### src/rtl/mem_store_pkg.sv
// Shared constants for the commit-side store writer: op codes, FSM encoding, IO addresses.
// Op-id width and SB/SH/SW/ADD codes mirror the project-wide defines.
package mem_store_pkg;

  localparam int OP_ID_W = 6;

  localparam logic [OP_ID_W-1:0] OP_ADD = 6'd1;
  localparam logic [OP_ID_W-1:0] OP_SB  = 6'd18;
  localparam logic [OP_ID_W-1:0] OP_SH  = 6'd19;
  localparam logic [OP_ID_W-1:0] OP_SW  = 6'd20;

  // UART data and status registers; byte writes here may be throttled.
  localparam logic [31:0] IO_ADDR_TX   = 32'h0003_0000;
  localparam logic [31:0] IO_ADDR_STAT = 32'h0003_0004;

  typedef enum logic [1:0] {
    ST_IDLE  = 2'd0,
    ST_REQ   = 2'd1,
    ST_WRITE = 2'd2,
    ST_DONE  = 2'd3
  } state_t;

  function automatic logic is_store(input logic [OP_ID_W-1:0] op);
    return (op == OP_SB) || (op == OP_SH) || (op == OP_SW);
  endfunction

  // Index of the last byte to write: SB=0, SH=1, SW=3.
  function automatic logic [1:0] last_byte(input logic [OP_ID_W-1:0] op);
    case (op)
      OP_SB:   return 2'd0;
      OP_SH:   return 2'd1;
      default: return 2'd3;
    endcase
  endfunction

endpackage

### src/rtl/mem_store_writer_if.sv
// ROB commit, arbiter handshake and RAM byte-bus signals of the store writer.
// master = the store writer, slave = its environment (ROB, LSB, arbiter, RAM).
interface mem_store_writer_if #(parameter int ADDR_W = 32);
  import mem_store_pkg::*;

  logic               ROB_input_valid;
  logic [OP_ID_W-1:0] ROB_OP_ID;
  logic [31:0]        ROB_value;
  logic [ADDR_W-1:0]  ROB_addr;
  logic               ROB_store_full;
  logic               LSB_store_empty;
  logic               ARB_req;
  logic               ARB_grant;
  logic [ADDR_W-1:0]  mem_a;
  logic [7:0]         mem_dout;
  logic               mem_wr;
  logic               io_buffer_full;
  logic               store_overflow;

  modport master (
    input  ROB_input_valid, ROB_OP_ID, ROB_value, ROB_addr, ARB_grant, io_buffer_full,
    output ROB_store_full, LSB_store_empty, ARB_req, mem_a, mem_dout, mem_wr, store_overflow
  );

  modport slave (
    output ROB_input_valid, ROB_OP_ID, ROB_value, ROB_addr, ARB_grant, io_buffer_full,
    input  ROB_store_full, LSB_store_empty, ARB_req, mem_a, mem_dout, mem_wr, store_overflow
  );

endinterface

### src/rtl/store_fifo.sv
// In-order synchronous FIFO holding committed store entries; DEPTH must be a power of two >= 2.
// A push into a full FIFO is accepted only when a pop happens in the same cycle.
module store_fifo #(
  parameter int DEPTH = 4,
  parameter int WIDTH = 8,
  localparam int PTR_W = $clog2(DEPTH),
  localparam int CNT_W = $clog2(DEPTH) + 1
) (
  input  logic             clk,
  input  logic             rst,
  input  logic             i_en,
  input  logic             i_push,
  input  logic [WIDTH-1:0] i_data,
  input  logic             i_pop,
  output logic [WIDTH-1:0] o_data,
  output logic             o_full,
  output logic             o_empty,
  output logic [CNT_W-1:0] o_count
);

  logic [WIDTH-1:0] r_mem [DEPTH];
  logic [PTR_W-1:0] r_wr_ptr;
  logic [PTR_W-1:0] r_rd_ptr;
  logic [CNT_W-1:0] r_count;
  logic             w_do_push;
  logic             w_do_pop;

  assign o_full    = (r_count == CNT_W'(DEPTH));
  assign o_empty   = (r_count == '0);
  assign o_count   = r_count;
  assign o_data    = r_mem[r_rd_ptr];
  assign w_do_pop  = i_en && i_pop && !o_empty;
  assign w_do_push = i_en && i_push && (!o_full || w_do_pop);

  // Pointers are PTR_W bits wide, so they wrap modulo DEPTH on their own.
  always_ff @(posedge clk) begin
    if (rst) begin
      r_wr_ptr <= '0;
      r_rd_ptr <= '0;
      r_count  <= '0;
    end else begin
      if (w_do_push) r_wr_ptr <= r_wr_ptr + 1'b1;
      if (w_do_pop)  r_rd_ptr <= r_rd_ptr + 1'b1;
      case ({w_do_push, w_do_pop})
        2'b10:   r_count <= r_count + 1'b1;
        2'b01:   r_count <= r_count - 1'b1;
        default: r_count <= r_count;
      endcase
    end
  end

  // NOTE: storage has no reset; validity is tracked solely by the pointers and count.
  always_ff @(posedge clk) begin
    if (w_do_push) r_mem[r_wr_ptr] <= i_data;
  end

endmodule

### src/rtl/mem_store_writer.sv
// Commit-side store engine: buffers SB/SH/SW entries and writes them byte-wise, little-endian.
// Optional MEM_STORE_IO_THROTTLE_EN: stall UART-address bytes while io_buffer_full is high.
module mem_store_writer
  import mem_store_pkg::*;
#(
  parameter int DEPTH  = 4,
  parameter int ADDR_W = 32
) (
  input logic                clk,
  input logic                rst,
  input logic                rdy,
  mem_store_writer_if.master bus
);

  localparam int ENT_W = OP_ID_W + ADDR_W + 32;
  localparam int CNT_W = $clog2(DEPTH) + 1;

  state_t              r_state;
  logic [1:0]          r_k;
  logic [1:0]          r_last;
  logic [ADDR_W-1:0]   r_addr;
  logic [31:0]         r_value;
  logic                r_arb_req;
  logic                r_mem_wr;
  logic [ADDR_W-1:0]   r_mem_a;
  logic [7:0]          r_mem_dout;
  logic                r_overflow;

  logic                w_push_req;
  logic                w_pop;
  logic                w_stall;
  logic                w_fifo_full;
  logic                w_fifo_empty;
  logic [CNT_W-1:0]    w_fifo_count;
  logic [ENT_W-1:0]    w_push_data;
  logic [ENT_W-1:0]    w_head;
  logic [OP_ID_W-1:0]  w_head_op;
  logic [ADDR_W-1:0]   w_head_addr;
  logic [31:0]         w_head_value;
  logic [1:0]          w_next_k;

  assign w_push_req   = bus.ROB_input_valid && is_store(bus.ROB_OP_ID);
  assign w_push_data  = {bus.ROB_OP_ID, bus.ROB_addr, bus.ROB_value};
  assign w_head_op    = w_head[ENT_W-1 -: OP_ID_W];
  assign w_head_addr  = w_head[32 +: ADDR_W];
  assign w_head_value = w_head[31:0];
  assign w_next_k     = r_k + 2'd1;
  assign w_pop        = (r_state == ST_WRITE) && (r_k == r_last) && !w_stall;

`ifdef MEM_STORE_IO_THROTTLE_EN
  assign w_stall = (r_state == ST_WRITE) && bus.io_buffer_full &&
                   ((r_mem_a == ADDR_W'(IO_ADDR_TX)) || (r_mem_a == ADDR_W'(IO_ADDR_STAT)));
`else
  logic w_io_full_unused;
  assign w_io_full_unused = bus.io_buffer_full;
  assign w_stall          = 1'b0;
`endif

  store_fifo #(
    .DEPTH (DEPTH),
    .WIDTH (ENT_W)
  ) u_fifo (
    .clk     (clk),
    .rst     (rst),
    .i_en    (rdy),
    .i_push  (w_push_req),
    .i_data  (w_push_data),
    .i_pop   (w_pop),
    .o_data  (w_head),
    .o_full  (w_fifo_full),
    .o_empty (w_fifo_empty),
    .o_count (w_fifo_count)
  );

  assign bus.ROB_store_full  = w_fifo_full;
  assign bus.LSB_store_empty = (w_fifo_count == '0) && (r_state == ST_IDLE);
  assign bus.ARB_req         = r_arb_req;
  assign bus.mem_a           = r_mem_a;
  assign bus.mem_dout        = r_mem_dout;
  assign bus.mem_wr          = r_mem_wr && !w_stall;
  assign bus.store_overflow  = r_overflow;

  // Bus outputs are registered one step ahead: the edge that picks byte k+1 also drives it.
  always_ff @(posedge clk) begin
    if (rst) begin
      r_state    <= ST_IDLE;
      r_k        <= '0;
      r_last     <= '0;
      r_addr     <= '0;
      r_value    <= '0;
      r_arb_req  <= 1'b0;
      r_mem_wr   <= 1'b0;
      r_mem_a    <= '0;
      r_mem_dout <= '0;
      r_overflow <= 1'b0;
    end else if (rdy) begin
      if (w_push_req && w_fifo_full && !w_pop) r_overflow <= 1'b1;
      case (r_state)
        ST_IDLE: begin
          if (!w_fifo_empty) begin
            r_state   <= ST_REQ;
            r_arb_req <= 1'b1;
          end
        end
        ST_REQ: begin
          if (bus.ARB_grant) begin
            r_addr     <= w_head_addr;
            r_value    <= w_head_value;
            r_last     <= last_byte(w_head_op);
            r_k        <= 2'd0;
            r_mem_a    <= w_head_addr;
            r_mem_dout <= w_head_value[7:0];
            r_mem_wr   <= 1'b1;
            r_state    <= ST_WRITE;
          end
        end
        ST_WRITE: begin
          if (!w_stall) begin
            if (r_k == r_last) begin
              r_mem_wr  <= 1'b0;
              r_arb_req <= 1'b0;
              r_state   <= ST_DONE;
            end else begin
              r_k        <= w_next_k;
              r_mem_a    <= r_addr + ADDR_W'(w_next_k);
              r_mem_dout <= r_value[{w_next_k, 3'b000} +: 8];
            end
          end
        end
        ST_DONE: r_state <= ST_IDLE;
        default: r_state <= ST_IDLE;
      endcase
    end
  end

endmodule

### src/flat_wrapper.sv
// flat-port wrapper written by rule: the top's interface ports become plain ports
module mem_store_writer_flat import mem_store_pkg::*;
#(
  parameter int DEPTH  = 4,
  parameter int ADDR_W = 32
)
  (clk, rst, rdy, bus_ROB_input_valid, bus_ROB_OP_ID, bus_ROB_value, bus_ROB_addr, bus_ARB_grant, bus_io_buffer_full, bus_ROB_store_full, bus_LSB_store_empty, bus_ARB_req, bus_mem_a, bus_mem_dout, bus_mem_wr, bus_store_overflow);
  mem_store_writer_if #(.ADDR_W(ADDR_W)) bus_i ();
  input logic clk;
  input logic rst;
  input logic rdy;
  input wire logic [$bits(bus_i.ROB_input_valid)-1:0] bus_ROB_input_valid;
  input wire logic [$bits(bus_i.ROB_OP_ID)-1:0] bus_ROB_OP_ID;
  input wire logic [$bits(bus_i.ROB_value)-1:0] bus_ROB_value;
  input wire logic [$bits(bus_i.ROB_addr)-1:0] bus_ROB_addr;
  input wire logic [$bits(bus_i.ARB_grant)-1:0] bus_ARB_grant;
  input wire logic [$bits(bus_i.io_buffer_full)-1:0] bus_io_buffer_full;
  output wire logic [$bits(bus_i.ROB_store_full)-1:0] bus_ROB_store_full;
  output wire logic [$bits(bus_i.LSB_store_empty)-1:0] bus_LSB_store_empty;
  output wire logic [$bits(bus_i.ARB_req)-1:0] bus_ARB_req;
  output wire logic [$bits(bus_i.mem_a)-1:0] bus_mem_a;
  output wire logic [$bits(bus_i.mem_dout)-1:0] bus_mem_dout;
  output wire logic [$bits(bus_i.mem_wr)-1:0] bus_mem_wr;
  output wire logic [$bits(bus_i.store_overflow)-1:0] bus_store_overflow;
  assign bus_i.ROB_input_valid = bus_ROB_input_valid;
  assign bus_i.ROB_OP_ID = bus_ROB_OP_ID;
  assign bus_i.ROB_value = bus_ROB_value;
  assign bus_i.ROB_addr = bus_ROB_addr;
  assign bus_i.ARB_grant = bus_ARB_grant;
  assign bus_i.io_buffer_full = bus_io_buffer_full;
  assign bus_ROB_store_full = bus_i.ROB_store_full;
  assign bus_LSB_store_empty = bus_i.LSB_store_empty;
  assign bus_ARB_req = bus_i.ARB_req;
  assign bus_mem_a = bus_i.mem_a;
  assign bus_mem_dout = bus_i.mem_dout;
  assign bus_mem_wr = bus_i.mem_wr;
  assign bus_store_overflow = bus_i.store_overflow;
  mem_store_writer #(.DEPTH(DEPTH), .ADDR_W(ADDR_W)) u_core (.clk(clk), .rst(rst), .rdy(rdy), .bus(bus_i));
endmodule
### config.mk
export PLATFORM = sky130hd
export DESIGN_NAME = mem_store_writer_flat
export DESIGN_NICKNAME = d
export VERILOG_FILES = /design/src/rtl/mem_store_pkg.sv /design/src/rtl/mem_store_writer_if.sv /design/src/rtl/store_fifo.sv /design/src/rtl/mem_store_writer.sv /design/src/flat_wrapper.sv
export SDC_FILE = /design/constraint.sdc
export NUM_CORES = 1
export LEC_CHECK = 0
export ABC_AREA = 1
export ABC_CLOCK_PERIOD_IN_PS = 5900
export CELL_PAD_IN_SITES_DETAIL_PLACEMENT = 2
export CELL_PAD_IN_SITES_GLOBAL_PLACEMENT = 2
export CORE_ASPECT_RATIO = 0.6
export CORE_MARGIN = 3
export CORE_UTILIZATION = 38
export CTS_CLUSTER_SIZE = 10
export DETAILED_ROUTE_END_ITERATION = 8
export PLACE_DENSITY_LB_ADDON = 0.15
export SLEW_MARGIN = 20
export SYNTH_ARGS = -nofsm -noshare
export SYNTH_HDL_FRONTEND = slang
export SYNTH_SLANG_ARGS = --single-unit
### constraint.sdc
create_clock -name clk -period 5.9 [get_ports clk]
set_input_delay 1.18 -clock clk [delete_from_list [all_inputs] [get_ports clk]]
set_output_delay 1.18 -clock clk [all_outputs]
set_load 0.05 [all_outputs]
== After elaboration in Yosys (flattened, before gate mapping) ==
Memories as Yosys holds them, arrays and structs flattened. A register that Yosys moved wholly into a read port is not among the register bits.
Cells that the tools add are included.

* Register bits: 120
* RAM bits: 280
* Input port bits: 76
* Memories: 1
* Output and inout port bits: 45

{| class="wikitable"
|+ Memory list
! name !! words !! width !! read ports !! clocked after memory_dff !! write ports !! line !! source
|-
| u_core.u_fifo.r_mem || 4 || 70 || 1 || 1 || 1 || store_fifo.sv:21 || <nowiki>logic [WIDTH-1:0] r_mem [DEPTH];</nowiki>
|}

* Reduce and logical (&&, ||, !) cells: 26
* Shift-type cells: 1
* Mux-type cells: 24
* Eq/ne operators: 16
* Add/subtract/negate cells: 6

{| class="wikitable"
|+ Operators with widths
! cell !! count
|-
| $mux 32 || 2
|-
| $pmux 32 s2 || 1
|-
| $add 32x2->32 || 1
|-
| $shiftx 32x6->8 || 1
|-
| $eq 6x5->1 const B || 5
|-
| $mux 8 || 2
|-
| $pmux 8 s2 || 1
|-
| $reduce_and 4->1 || 4
|-
| $mux 2 || 7
|-
| $logic_and 1x1->1 || 9
|-
| $ne 2x2->1 const B || 4
|-
| $pmux 2 s2 || 2
|-
| $pmux 2 s4 || 1
|-
| $add 2x1->2 const B || 3
|-
| $eq 2x2->1 const B || 3
|-
| $pmux 3 s2 || 1
|-
| $reduce_bool 2->1 || 3
|-
| $mux 1 || 5
|-
| $eq 2x1->1 const B || 2
|-
| $pmux 1 s2 || 2
|-
| $add 3x1->3 const B || 1
|-
| $eq 3x3->1 const B || 1
|-
| $logic_not 1->1 || 3
|-
| $logic_not 3->1 || 1
|-
| other kinds (6) || 8
|}

== Longest topological paths before layout ==
Gate-level depths: netlist (run 1).

* Depth in word-level cells: 8
* Mapped depth: 14
* Gate-level depth less buffers: 14

== By module ==
A second synthesis (run 1) with hierarchy kept.

* Cells, all modules: 1,595
* Area total of the unflattened synthesis: 17,186.5 sq um

{| class="wikitable"
|+ By module, submodules not included
! module !! times used !! sequential area each (sq um) !! cells each !! area each (sq um)
|-
| store_fifo || 1 || 8,588.2 || 752 || 11,457.2
|-
| mem_store_writer || 1 || 2,262.2 || 843 || 5,729.2
|}

== Least setup slack after synthesis (run 1) ==
Ideal clock, no wire load.

* Path type: in2reg
* From: input bus_ROB_OP_ID[0]
* To: memory u_core.u_fifo.r_mem[0][0] (netlist bit), enable pin
* Slack: 0.656 ns
* Buffers on the path: 0
* Stages on the path: 5
* Arrival time: 4.745 ns
* Library setup time: 0.499 ns
* Cell sequence: o21ai_0 -> nand3_1 -> nor2_1 -> nand2_1 -> nor2_1

* Word-level cells in the longest chain between the ends: 8
* Elaborated cells between the ends (all ways): 10
* Classes of those cells: 3 x eq/ne; 2 x mux; 5 x reduce/logical

{| class="wikitable"
|+ Ends and longest elaborated chain
! element !! line !! source
|-
| start: declaration || flat_wrapper.sv:13 || <nowiki>input wire logic [$bits(bus_i.ROB_OP_ID)-1:0] bus_ROB_OP_ID;</nowiki>
|-
| $eq 6x5->1 || mem_store_pkg.sv:24 || <nowiki>return (op == OP_SB) || (op == OP_SH) || (op == OP_SW);</nowiki>
|-
| $logic_or 1x1->1 || mem_store_pkg.sv:24 ||
|-
| $logic_or 1x1->1 (*) || mem_store_pkg.sv:24 ||
|-
| $logic_and 1x1->1 (*) || mem_store_writer.sv:42 || <nowiki>assign w_push_req = bus.ROB_input_valid && is_store(bus.ROB_OP_ID);</nowiki>
|-
| $logic_and 1x1->1 (*) (2 in a row) || store_fifo.sv:33 || <nowiki>assign w_do_push = i_en && i_push && (!o_full || w_do_pop);</nowiki>
|-
| $mux 1 (*) || store_fifo.sv:54 || <nowiki>if (w_do_push) r_mem[r_wr_ptr] <= i_data;</nowiki>
|-
| $mux 1 (implied by the code) (*) || store_fifo.sv:54 ||
|-
| end: declaration || store_fifo.sv:21 ||
|}

Every way passes the cells marked *; elsewhere a longest branch is shown, timed or not.

== Final worst setup path (run 1) ==
* From: input bus_ROB_OP_ID[1]
* To: memory u_core.u_fifo.r_mem[3][31] (netlist bit), enable pin

Same word-level chain as after synthesis.

==> results.md, run 1 <==
* Outcome: complete, no violations
* Sequential Power Share at roughly half
* Crit path required time at between 6000 and 7000 ps
* Row count at 58
* CTS root buffer: clkbuf_16
* HP Class: reg2reg
* Register area at 10900 um2
* Worst Skew at ~23 ps
* Worst rel slew slack at between 40% and 50%
* Number of port buffers at 119
* Share of cells above drive strength 1 at ~5.8%
* Post-synthesis cell count at about 1600
* CP Class: in2reg
* Clock sinks at between 400 and 500
* Mean post-synth cell area at 10.5 um2
* Unrepaired setup endpoints after global routing: false
* Crit start category: input pin
* Setup_tns at 0 ps
* F_max at 249 MHz
* Met2 wire length at 24400 um
* Final ANT Viol Nets at 0
* Drt drc at 0
* First-pass GRT wire length at between 80000 and 90000 um
* Slew Viols, Final at 0
* Top sig layer: met5
* Vias at ~12000
* Number of setup buffers added after CTS at 0
* Synth top area share at just over 50%
* Leakage power at roughly 6.7 nW
* Top_reg_cell synth: edfxtp_1
* Initial antenna violation count at 3
* Sw power at around 1.6 mW
* Num ports at 121
* Slowest cell on the critical path: nor2_4
* Reg clk slew, reported paths at 60 ps
* Asr flop ratio synth at 0%
* # setup viols final at 0
* Sequential share of the synthesized area at about 66%
* Worst hold margin at 451 ps
* Critical Path Fanout Max at 22
* Final min period at roughly 4000 ps
* Worst skew pair latency at roughly 560 ps
* Core ar. at ~42000 um2
* Clk pwr share at ~40%
* Synth Cell Area at ~16000 um2
* Drt first-iter violations at around 950
* Final HPWL DP at ~36000 um
* Critical Path Max Stage Delay at ~520 ps
* DRT Pass-1 Iters at 5
* Tcrit/Tclk final at about two thirds
* DRT Wirelength at ~55000 um
* Max Cap Viol at 0
* Cts repair resizes at 0
* RePlAce Congestion at between 0.8 and 0.9
* Number of global-route vias before repair at 13300
* Multi-input gate area at ~4800 um2
* EDFF count, synth at 280
* Routed len/inst at roughly 24 um
* Area Overhead vs Synth at 18.7%
* Total die area at between 40000 and 50000 um2
* Top post-synthesis cells by area: edfxtp_1, dfxtp_1, o21ai_0, nand2_1, nor2_1
* Switch share at ~25%
* Synth top cells by count: edfxtp_1, nand2_1, nor2_1, o21ai_0, dfxtp_1
* Pwr dens at 327 nW/um2
* Gr usage total at between 20% and 30%
* Ys Warns at 0
* Routed vias/inst at approximately 5.4
* Slew @ Worst Pin at ~860 ps
* Fillers at approximately 4400
* CP endpoint kind: flip-flop
* Starting density of the core at 38.8%
* Htree depth at 2
* Combinational group share of total power at 9.6%
* Max Buffers Root-to-Sink at 3
* Fin nets at 1749
* CTS tree: built
* Worst-case vdd ir drop at 0.241 mV
* Synth cell types at 38
* Largest net degree at the start of global routing at between 80 and 90
* Met3 routed WL at 2800 um
* Number of synthesized register bits at 402
* Pint at approximately 4.7 mW
* Grt ovf at 0
* Fin. Hold Viols at 0
* WP data arrival at around 4200 ps
* Post-CTS Hold Buffers at 0
* Area leader, netlist: edfxtp_1
* Most common cell in the netlist: edfxtp_1
* Die width at between 200 and 300 um
* Die height at 167 um
* Syn nets at 1648
* Met1 Routed Length at 27200 um
* CTS buffer count at 46
* Worst path cell trace: clkdlybuf4s50_1, o21ai_0, nand3_1, nor2_1, nand2_1, nor2_4, buf_4
registers in the layout, summed over array words and instances (netlist names), named ones only:
signal and flops:
u_core.u_fifo.r_mem 280, u_core.r_k 2, u_core.u_fifo.r_rd_ptr 2, u_core.u_fifo.o_count 3, u_core.bus.mem_dout 8, u_core.r_state 2, u_core.bus.mem_a 32, u_core.bus.mem_wr 1
u_core.r_value 32, u_core.u_fifo.r_wr_ptr 2, u_core.r_last 2, u_core.bus.ARB_req 1, u_core.r_addr 32, u_core.bus.store_overflow 1
area by class of cell:
| class | instances | share of cell area, % |
|---|---|---|
| flip-flops and latches | 402 | 55.8 |
| clock buffers | 79 | 6.55 |
| inverters | 93 | 1.81 |
| diodes | 1 | 0.0129 |
| repair buffers | 140 | 7.06 |
| clock inverters | 3 | 0.244 |
| multi-input cells | 979 | 24.8 |
| well taps | 570 | 3.67 |
power by group through the flow:
stage	clock (mW)	combinational (mW)	sequential (mW)
floorplan	0	0.226	3.32
global placement	0	0.586	3.20
detailed placement	0	0.609	3.20
CTS	2.66	0.614	3.14
global route	2.78	0.661	3.15
finish	2.61	0.610	3.14
cells in the final DEF, fill, tap and decap left out, types with 2 or more instances in the layout:
cell type and count:
nor2_2 8, o22a_1 25, clkdlybuf4s50_1 119, dfxtp_1 120, nor3_1 2, nand2_1 233
nor2_1 204, nor2_4 4, ha_1 8, a31oi_1 11, buf_12 2, o21a_1 17
edfxtp_1 280, inv_2 5, buf_4 19, a21oi_1 118, clkinv_2 2, o21ai_1 8
o21ai_0 202, nand3b_1 8, o31ai_1 3, inv_1 85, fa_1 2, o22ai_1 25
clkbuf_16 46, clkbuf_1 33, nand4_1 9, nand3_1 56, xnor2_1 8, o211ai_1 5
nand2_2 2, xor2_1 7, a22oi_1 7
path summary, 6_finish.rpt:
check / from / end / slack (ps) / cells after the start
worst min-delay path: u_core.bus.ARB_req / u_core.bus.ARB_req / 450 / 2
worst max register to register: flip-flop / u_core.bus.mem_a[27] / 2380 / 7
worst max-delay path: bus_ROB_OP_ID[1] / u_core.u_fifo.r_mem[3][31] / 1880 / 7
worst min register to register: u_core.bus.ARB_req / u_core.bus.ARB_req / 450 / 2
kinds of logic after synthesis:
family	synth area share [%]
AO/OA/AOI/OAI	14.4
flip-flops	66.2
XOR/XNOR	0.802
buffers and inverters	4.50
adder cells (fa/ha/maj)	0.932
AND/OR/NAND/NOR	13.1
per-stage QoR:
stage               setup slack (ps)  power [mW]  util, %  cell area [um2]  instances
floorplan                        656        3.54        -            16400       1561
global placement                1400        3.78     42.9            18100       2184
detailed placement              1290        3.81     42.9            18100       2184
CTS                             1900        6.41     46.0            19400       2266
global route                    1750        6.59     46.1            19500       2267
finish                          1880        6.36     46.1            19500       2267
critical path, delay by kind of cell:
kind / cells / cell delay [ps]
buffers and inverters: 2 / 930
AND/OR/NAND/NOR: 4 / 1840
AO/OA/AOI/OAI: 1 / 260
metal layers:
| metal | vias up | track usage (%) |
|---|---|---|
| met5 | - | 0 |
| li1 | 5651 | - |
| met1 | 6343 | 36.3 |
| met3 | 67 | 4.19 |
| met2 | 268 | 37.3 |
| met4 | 4 | 3.85 |
No activity file was read; power rests on OpenSTA's default activity.
==> run 2: changes to the inputs <==
--- a/config.mk
+++ b/config.mk
@@ -6,12 +6,12 @@
 export NUM_CORES = 1
 export LEC_CHECK = 0
 export ABC_AREA = 1
-export ABC_CLOCK_PERIOD_IN_PS = 5900
+export ABC_CLOCK_PERIOD_IN_PS = 3600
 export CELL_PAD_IN_SITES_DETAIL_PLACEMENT = 2
 export CELL_PAD_IN_SITES_GLOBAL_PLACEMENT = 2
 export CORE_ASPECT_RATIO = 0.6
 export CORE_MARGIN = 3
-export CORE_UTILIZATION = 38
+export CORE_UTILIZATION = 35
 export CTS_CLUSTER_SIZE = 10
 export DETAILED_ROUTE_END_ITERATION = 8
 export PLACE_DENSITY_LB_ADDON = 0.15
==> constraint.sdc (replaced) <==
create_clock -name clk -period 3.6 [get_ports clk]
set_input_delay 0.72 -clock clk [delete_from_list [all_inputs] [get_ports clk]]
set_output_delay 0.72 -clock clk [all_outputs]
set_load 0.05 [all_outputs]
==> run 2 against run 1 <==
Effect of this change: flip-flop and latch count did not move; critical endpoint is now bus_LSB_store_empty; first-iteration DRC count is 8.9% higher; non-clock buffer count increased by 17; sequential share of layout area shrank 0.93 points; global-route usage fell by 2.0 points; critical path depth fell by 1; clock skew grew 2.0 ps; cell area up 1.7%; worst setup slack lost 1300 ps; die area grew 8.3%; wire length up 0.13%; power increased by 64%.
==> results.md, run 2 (synthesis results as in run 1) <==
* DRT Pass-1 Iters at 5 (unchanged)
* # setup viols final at 0 (unchanged)
* Critical Path Fanout Max at 3 (-86%)
* Outcome: complete, no violations
* CTS buffer count at 46 (unchanged)
* Final min period at 2980 ps
* Max Cap Viol at 0 (unchanged)
* Final ANT Viol Nets at 0 (unchanged)
* Worst r2r path cells at 13 (+6)
* Final HPWL DP at 36900 um (+2.1%)
* Combinational group share of total power at 9.7% (about the same)
* Setup_tns at 0 ps (unchanged)
* Pwr dens at 528 nW/um2 (+61%)
* # placed instances at 2251 (+3.1%)
* Worst hold margin at 466 ps (+14.6 ps)
* Number of setup buffers added after CTS at 0 (unchanged)
* Drt first-iter violations at 1031 (+8.9%)
* Total power at 10.4 mW (+64%)
* Drt drc at 0 (unchanged)
* Fin. Hold Viols at 0 (unchanged)
* Clock sinks at 402 (unchanged)
* Die height at 174 um (+4.0%)
* Placed inst area at 18500 um2 (+1.8%)
* Vias at 12300 (+0.089%)
* R2r startpoint: u_core.r_k[1]
* Worst skew pair latency at 570 ps (about the same)
* Top reg by flops: u_core.u_fifo.r_mem
* Routed vias/inst at 5.29 (-2.7%)
* Tcrit/Tclk final at 82.8%
* Starting density of the core at 36.0% (-2.8 points)
* Area Overhead vs Synth at 20.7%
* Non-Filler Instances at 2333 (+2.9%)
* Crit start category: flip-flop
* R2r endpoint: u_core.bus.mem_a[31]
* Number of port buffers at 119 (unchanged)
* Dpl ws at 510 ps (-781 ps)
* GR Util met3 at 3.89% (-0.30 points)
* F_max at roughly 340 MHz
* Unrepaired setup endpoints after global routing: false
* Finished Cell Area at 19800 um2 (+1.7%)
* Post-CTS Hold Buffers at 0 (unchanged)
* Slew Viols, Final at 0 (unchanged)
* Setup WS post-layout at 618 ps (-1260 ps)
* First-pass GRT wire length at 83900 um (-0.17%)
* Die width at 285 um (+4.1%)
* Max Buffers Root-to-Sink at 3 (unchanged)
* Crit path required time at 2880 ps (-3240 ps)
* Sequential Power Share at 49.3% (about the same)
* Fillers at 4713 (+8.0%)
* Number of global-route vias before repair at 13300 (-0.46%)
* Reg2reg setup slack at 860 ps (-1520 ps)
* Routed len/inst at 23.7 um (-2.7%)
* Pint at 7.80 mW (+64%)
* Routing usage on met2 at 32.8% (-4.5 points)
* WP data arrival at 2260 ps (-1980 ps)
* Hold Path Stages at 2 (unchanged)
* Row count at 60 (+3.4%)
* Total die area at 49500 um2 (+8.3%)
* Switch share at 25.3% (-0.13 points)
* Worst rel slew slack at 37.0% (-5.6 points)
* Worst Skew at 24.7 ps (+1.98 ps)
* CP Class: reg2out
* Initial antenna violation count at 2 (-1)
* CTS tree: built
* HP Class: reg2reg
* Clk pwr share at 41.0% (about the same)
* Share of cells above drive strength 1 at 6.77% (+0.99 points)
* Cts repair resizes at 0 (unchanged)
* Min-delay src: u_core.bus.mem_a[27]
* Num ports at 121 (unchanged)
* Hold path endpoint: u_core.bus.mem_a[27]
* Worst-case vdd ir drop at 0.351 mV (+45%)
* Antenna Cells at 0 (-1)
* Commonest non-fill, non-tap cells in the layout: edfxtp_1, nand2_1, nor2_1
* Largest net degree at the start of global routing at 136 (+68%)
* Slew @ Worst Pin at 945 ps (+83.4 ps)
* CTS root buffer: clkbuf_16
* Final Util at 43.5% (-2.6 points)
* Top Usage Layer GRT: met1
* CP endpoint kind: output pin
* Leakage power at 6.82 nW (+1.9%)
* GR Util met1 at 34.1% (-2.2 points)
* DRT Wirelength at 55200 um (+0.13%)
* Max reg flops at 280 (unchanged)
* Gr usage total at 22.1% (-2.0 points)
* Sw power at 2.65 mW (+63%)
* Core ar. at 45500 um2 (+7.7%)
* Grt ovf at 0 (unchanged)
* Commonest non-fill, non-tap cell in the layout: edfxtp_1
* Reg clk slew, reported paths at 50 ps (about the same)
* RePlAce Congestion at 0.797 (-4.0%)
* Fin nets at 1766 (+0.97%)
* Htree depth at 2 (unchanged)
## run 2: changes by cell type in the layout (fill, tap and decap cells not counted)
cell,change
buf_4,+6
inv_2,+1
diode_2,-1
clkbuf_1,-1
clkinv_4,-1
clkbuf_8,+1
buf_12,+11
## run 2: how the worst max path moves through the flow
stage	start	endpoint	slack, ps
after floorplan	bus_ROB_OP_ID[0]	u_core.u_fifo.r_mem[0][0]	-60
after global placement	bus_ROB_OP_ID[1]	u_core.u_fifo.r_mem[0][34]	600
after detailed placement	bus_ROB_OP_ID[1]	u_core.u_fifo.r_mem[3][27]	510
after CTS	u_core.u_fifo.o_count[0]	bus_LSB_store_empty	610
after global routing	u_core.u_fifo.o_count[0]	bus_LSB_store_empty	480
final	u_core.u_fifo.o_count[0]	bus_LSB_store_empty	620
## run 2: power groups by stage
stage	combinational [mW]	sequential, mW	clock [mW]
final	1.01	5.15	4.29
after global routing	1.10	5.16	4.61
after CTS	1.03	5.15	4.39
after detailed placement	1.02	5.25	0
after global placement	0.985	5.24	0
after floorplan	0.371	5.43	0
## run 2: critical path, stage by stage (launching register included)
cell             delay [ps]
dfxtp_1                 350
inv_1                   120
nand3_1                 120
inv_1                   110
nand2_1                 100
inv_1                   100
clkdlybuf4s50_1         810
## run 2: area by class of cell
| class | instances | area, um2 | area share, % |
|---|---|---|---|
| sequential | 402 | 10900 | 54.9 |
| multi-input combinational | 979 | 4830 | 24.4 |
| timing repair buffer | 157 | 1640 | 8.29 |
| clock buffer | 79 | 1280 | 6.50 |
| tap | 620 | 776 | 3.92 |
| inverter | 93 | 350 | 1.77 |
| clock inverter | 3 | 43.8 | 0.221 |
## run 2: per-layer routing
layer / part of all wire (%) / vias to the layer above
li1: - / 5687
met1: 51 / 6330
met2: 43 / 269
met3: 5.2 / 58
met4: 1.3 / 0
met5: 0 / -
